### config.mk
export PLATFORM = sky130hd
export DESIGN_NAME = clk_tick_divider
export DESIGN_NICKNAME = d
export VERILOG_FILES = /design/src/rtl/clk_tick_divider.sv
export SDC_FILE = /design/constraint.sdc
export NUM_CORES = 1
export LEC_CHECK = 0
export CAP_MARGIN = 20
export CORE_MARGIN = 4
export CORE_UTILIZATION = 45
export DETAILED_ROUTE_END_ITERATION = 6
export GPL_ROUTABILITY_DRIVEN = 1
export PLACE_DENSITY = 0.66
export SETUP_SLACK_MARGIN = 0.05
export SLEW_MARGIN = 20
export SYNTH_ARGS = -nofsm -noshare
export SYNTH_HDL_FRONTEND = slang
export SYNTH_SLANG_ARGS = --single-unit
export TNS_END_PERCENT = 30
### constraint.sdc
create_clock -name clk_in -period 5 [get_ports clk_in]
set_clock_uncertainty 0.15 [all_clocks]
set_input_delay 0.75 -clock clk_in [delete_from_list [all_inputs] [get_ports clk_in]]
set_output_delay 0.75 -clock clk_in [all_outputs]
set_load 0.005 [all_outputs]
### src/rtl/clk_tick_divider.sv
// Programmable tick/clock divider with a shadowed divisor applied at period boundaries.
// Define CLK_TICK_DIVIDER_BUFG_EN to route clk_out through a BUFG global buffer.
module clk_tick_divider #(
  parameter int CNT_W       = 26,
  parameter int DIV_DEFAULT = 50_000_000
) (
  input  logic             clk_in,
  input  logic             rst_n,
  input  logic             en,
  input  logic [CNT_W-1:0] div_val,
  input  logic             div_load,
  output logic             load_busy,
  output logic             tick_out,
  output logic             clk_out,
  output logic [CNT_W-1:0] count_out
);

  localparam logic [CNT_W-1:0] DIV_RST = CNT_W'(DIV_DEFAULT);
  localparam logic [CNT_W-1:0] ONE     = CNT_W'(1);
  localparam logic [CNT_W-1:0] TWO     = CNT_W'(2);
  localparam logic [CNT_W-1:0] ZERO    = '0;

  // Divisors below 2 cannot form a period, so they are raised to 2 on capture.
  function automatic logic [CNT_W-1:0] clamp_div(input logic [CNT_W-1:0] v);
    return (v < TWO) ? TWO : v;
  endfunction

  logic [CNT_W-1:0] cnt_q, cnt_d;
  logic [CNT_W-1:0] div_q, div_d;
  logic [CNT_W-1:0] shd_q, shd_d;
  logic             clk_q, clk_d;
  logic             busy_q, busy_d;

  logic [CNT_W-1:0] last_s;
  logic [CNT_W-1:0] cnt_inc_s;
  logic [CNT_W-1:0] load_val_s;
  logic             wrap_s;

  assign last_s     = div_q - ONE;
  assign cnt_inc_s  = cnt_q + ONE;
  assign load_val_s = clamp_div(div_val);
  // >= also catches a count left beyond the end by a shrinking divisor.
  assign wrap_s     = (cnt_q >= last_s);

  // Next-state selection for counter, divided clock and divisor registers.
  always_comb begin
    cnt_d  = cnt_q;
    clk_d  = clk_q;
    div_d  = div_q;
    shd_d  = shd_q;
    busy_d = busy_q;
    if (!en) begin
      if (div_load) begin
        div_d  = load_val_s;
        shd_d  = load_val_s;
        cnt_d  = ZERO;
        clk_d  = 1'b0;
        busy_d = 1'b0;
      end else begin
        busy_d = busy_q;
      end
    end else if (wrap_s) begin
      cnt_d  = ZERO;
      clk_d  = 1'b0;
      busy_d = 1'b0;
      if (div_load) begin
        div_d = load_val_s;
        shd_d = load_val_s;
      end else if (busy_q) begin
        div_d = shd_q;
      end else begin
        div_d = div_q;
      end
    end else begin
      cnt_d = cnt_inc_s;
      clk_d = (cnt_inc_s >= (div_q >> 1));
      if (div_load) begin
        shd_d  = load_val_s;
        busy_d = 1'b1;
      end else begin
        busy_d = busy_q;
      end
    end
  end

  // State registers with synchronous active-low reset.
  always_ff @(posedge clk_in) begin
    if (!rst_n) begin
      cnt_q  <= ZERO;
      clk_q  <= 1'b0;
      div_q  <= DIV_RST;
      shd_q  <= DIV_RST;
      busy_q <= 1'b0;
    end else begin
      cnt_q  <= cnt_d;
      clk_q  <= clk_d;
      div_q  <= div_d;
      shd_q  <= shd_d;
      busy_q <= busy_d;
    end
  end

  // Tick is qualified by the live enable, so it cannot be a registered copy.
  assign tick_out  = en & (cnt_q == last_s);
  assign load_busy = busy_q;
  assign count_out = cnt_q;

`ifdef CLK_TICK_DIVIDER_BUFG_EN
  BUFG u_clk_out_bufg (
    .I (clk_q),
    .O (clk_out)
  );
`else
  assign clk_out = clk_q;
`endif

endmodule
==> reports/metrics.csv <==
metric,value,unit
Post-Route WL,13400,um
drt first-iter violations,240,
layout cells sized above 1,0.104,
synth top area cells,"dfxtp_1, ha_1, mux2i_1, xnor2_1, nand2_1",
wire per inst,15.8,um
leakage,2.85,nW
Finished Core Util,0.545,
Pwr Total,0.00158,W
status,"finished, final reports clean",
total of max-cap violations,0,
"Slew Viols, Final",0,
initial antenna violation count,0,
Power Dens Cells,242,mW/mm^2
DP Area,0.00621,mm^2
"Seq/Total Area, Yosys",0.291,
pin count of the biggest net entering global routing,54,
Setup WS pre-CTS,392,ps
Final min period,4770,ps
Diodes inserted,0,
CP Launch Type,flip-flop,
CTS buffer count,9,
overflow left after global routing,0,
Syn Inst Count,641,
Initial Utilization,0.459,
"EDFF count, synth",0,
synth cell count leaders,"dfxtp_1, nand2_1, ha_1, nor2_1, mux2i_1",
Mean Syn Cell Area,8.60,um^2
ys flop type,dfxtp_1,
Synth Cell Area,0.00551,mm^2
die footprint,0.0141,mm^2
critical path type,reg2out,
clock latency on the worst-skew pair,350,ps
post-synthesis cell type count,53,
"Design Area, Final",0.00655,mm^2
Hold/Removal Path Class,reg2reg,
num ports,59,
TritonCTS clock tree,done,
Bufs on Longest Clock Path,2,
IO buf count,58,
Vias,4742,
global-route wire length before repair,22600,um
Die W,119,um
final setup margin,225,ps
syn nets,724,
H-tree depth,3,
core region area,0.0120,mm^2
TritonCTS Sinks,80,
root buf cell,clkbuf_16,
drt first pass iters,4,
most frequent cell after synthesis,dfxtp_1,
# setup viols final,0,
YS warnings,0,
crit-path max FO,6,
post-synth top area share,0.291,
nature of the critical path endpoint,output port,
"FF+latch count, synth",80,
area grow syn2layout,18.8,%
Final HPWL DP,10100,um
WP data required,4100,ps
Nets,779,
Die H,119,um
period utilisation layout,0.955,
worst vdd ir,0.000147,V
Slew @ Worst Pin,1010,ps
Critical Path AT,3870,ps
fmax,0.209,GHz
clk slew on worst S/H paths,70,ps
DR vias/cell,5.59,
Routed Antenna Nets,0,
Fin. Hold Viols,0,
Synth area leader,dfxtp_1,
"Hold-fix buffers, CTS",0,
# rows,40,
Async SR Flop Fraction,0,
final RePlAce weighted congestion,0.915,
vias in the first global route,4657,
RSZ-0062 raised after global routing,no,
GR Util All Layers,0.193,
slew margin rel.,0.325,
post-detailed-route DRC marker count,0,
setup TNS,0,ps
## routing by layer
metal	global-route usage	wire, um	vias up
met2	0.300	6100	110
met5	0	0	-
met4	0.0536	148	0
met3	0.0421	521	14
li1	-	-	2402
met1	0.270	6660	2216
## kinds of logic (layout without fill, tap and decap cells)
group | after synthesis | in the layout | share of synthesized area
fa+ha+maj | 53 | 53 | 0.120
simple gates | 247 | 247 | 0.245
flops | 80 | 80 | 0.291
compound gates | 113 | 113 | 0.146
xor+xnor | 38 | 38 | 0.0604
buf+inv | 61 | 121 | 0.0481
mux | 49 | 49 | 0.0892
## cell usage in the layout (no fill, tap or decap), types with 11 or more instances in the layout
| master | synthesis | layout |
|---|---|---|
| a211oi_2 | 11 | 11 |
| a21oi_1 | 41 | 41 |
| a31oi_1 | 13 | 13 |
| buf_4 | 0 | 12 |
| clkdlybuf4s50_1 | 0 | 57 |
| dfxtp_1 | 80 | 80 |
| ha_1 | 53 | 53 |
| inv_1 | 34 | 33 |
| mux2i_1 | 48 | 48 |
| nand2_1 | 57 | 57 |
| nand2b_1 | 20 | 20 |
| nand3_1 | 15 | 15 |
| nand4_1 | 18 | 18 |
| nor2_1 | 53 | 53 |
| nor3_1 | 28 | 28 |
| xnor2_1 | 32 | 32 |
## metrics by stage
stage,hold slack [ps],cells
after floorplan,291,641
after global placement,302,827
after detailed placement,307,827
after CTS,324,843
after global routing,357,848
final,320,848
## registers in the layout (all words and copies together), names as in the netlist
signal / cells
count_out: 26
div_q: 26
clk_out: 1
shd_q: 26
load_busy: 1
## power breakdown
group / internal, W / switching, W / leakage [nW]
Sequential: 0.000665 / 0.0000298 / 0.655
Combinational: 0.000111 / 0.000129 / 2.05
Clock: 0.000356 / 0.000291 / 0.140
## critical path, cell delays in order (launching register included)
cell	delay (ps)
dfxtp_1	330
inv_1	90
ha_1	210
or3b_2	510
nand4b_4	250
buf_4	180
nor4_1	280
xnor2_1	120
ha_1	280
nand4_1	200
nor4_2	360
and3_1	230
clkdlybuf4s50_1	510
## path summary, 6_finish.rpt
kind	slack, ps	start	end	depth (start not counted)
setup / recovery	230	div_q[1]	tick_out	12
hold / removal	320	shd_q[14]	shd_q[14]	2
setup reg to reg	760	div_q[1]	div_q[0]	16
hold reg to reg	320	shd_q[14]	shd_q[14]	2
## layout make-up
cell class	count	area, um^2
Clock buffer	10	239
Clock inverter	6	51.3
Fill cell	1104	5460
Inverter	34	128
Multi-Input combinational cell	500	3660
Sequential cell	80	1600
Tap cell	147	184
Timing Repair Buffer	71	686
## what timing repair did
item,in CTS,in global routing
buffers inserted,0,5
pin swaps,0,1
gates cloned,0,0
endpoints found under the hold margin,0,0
setup endpoints to repair,1,1
resized for setup,1,1
Note: power is estimated with default switching activity, not from simulation.
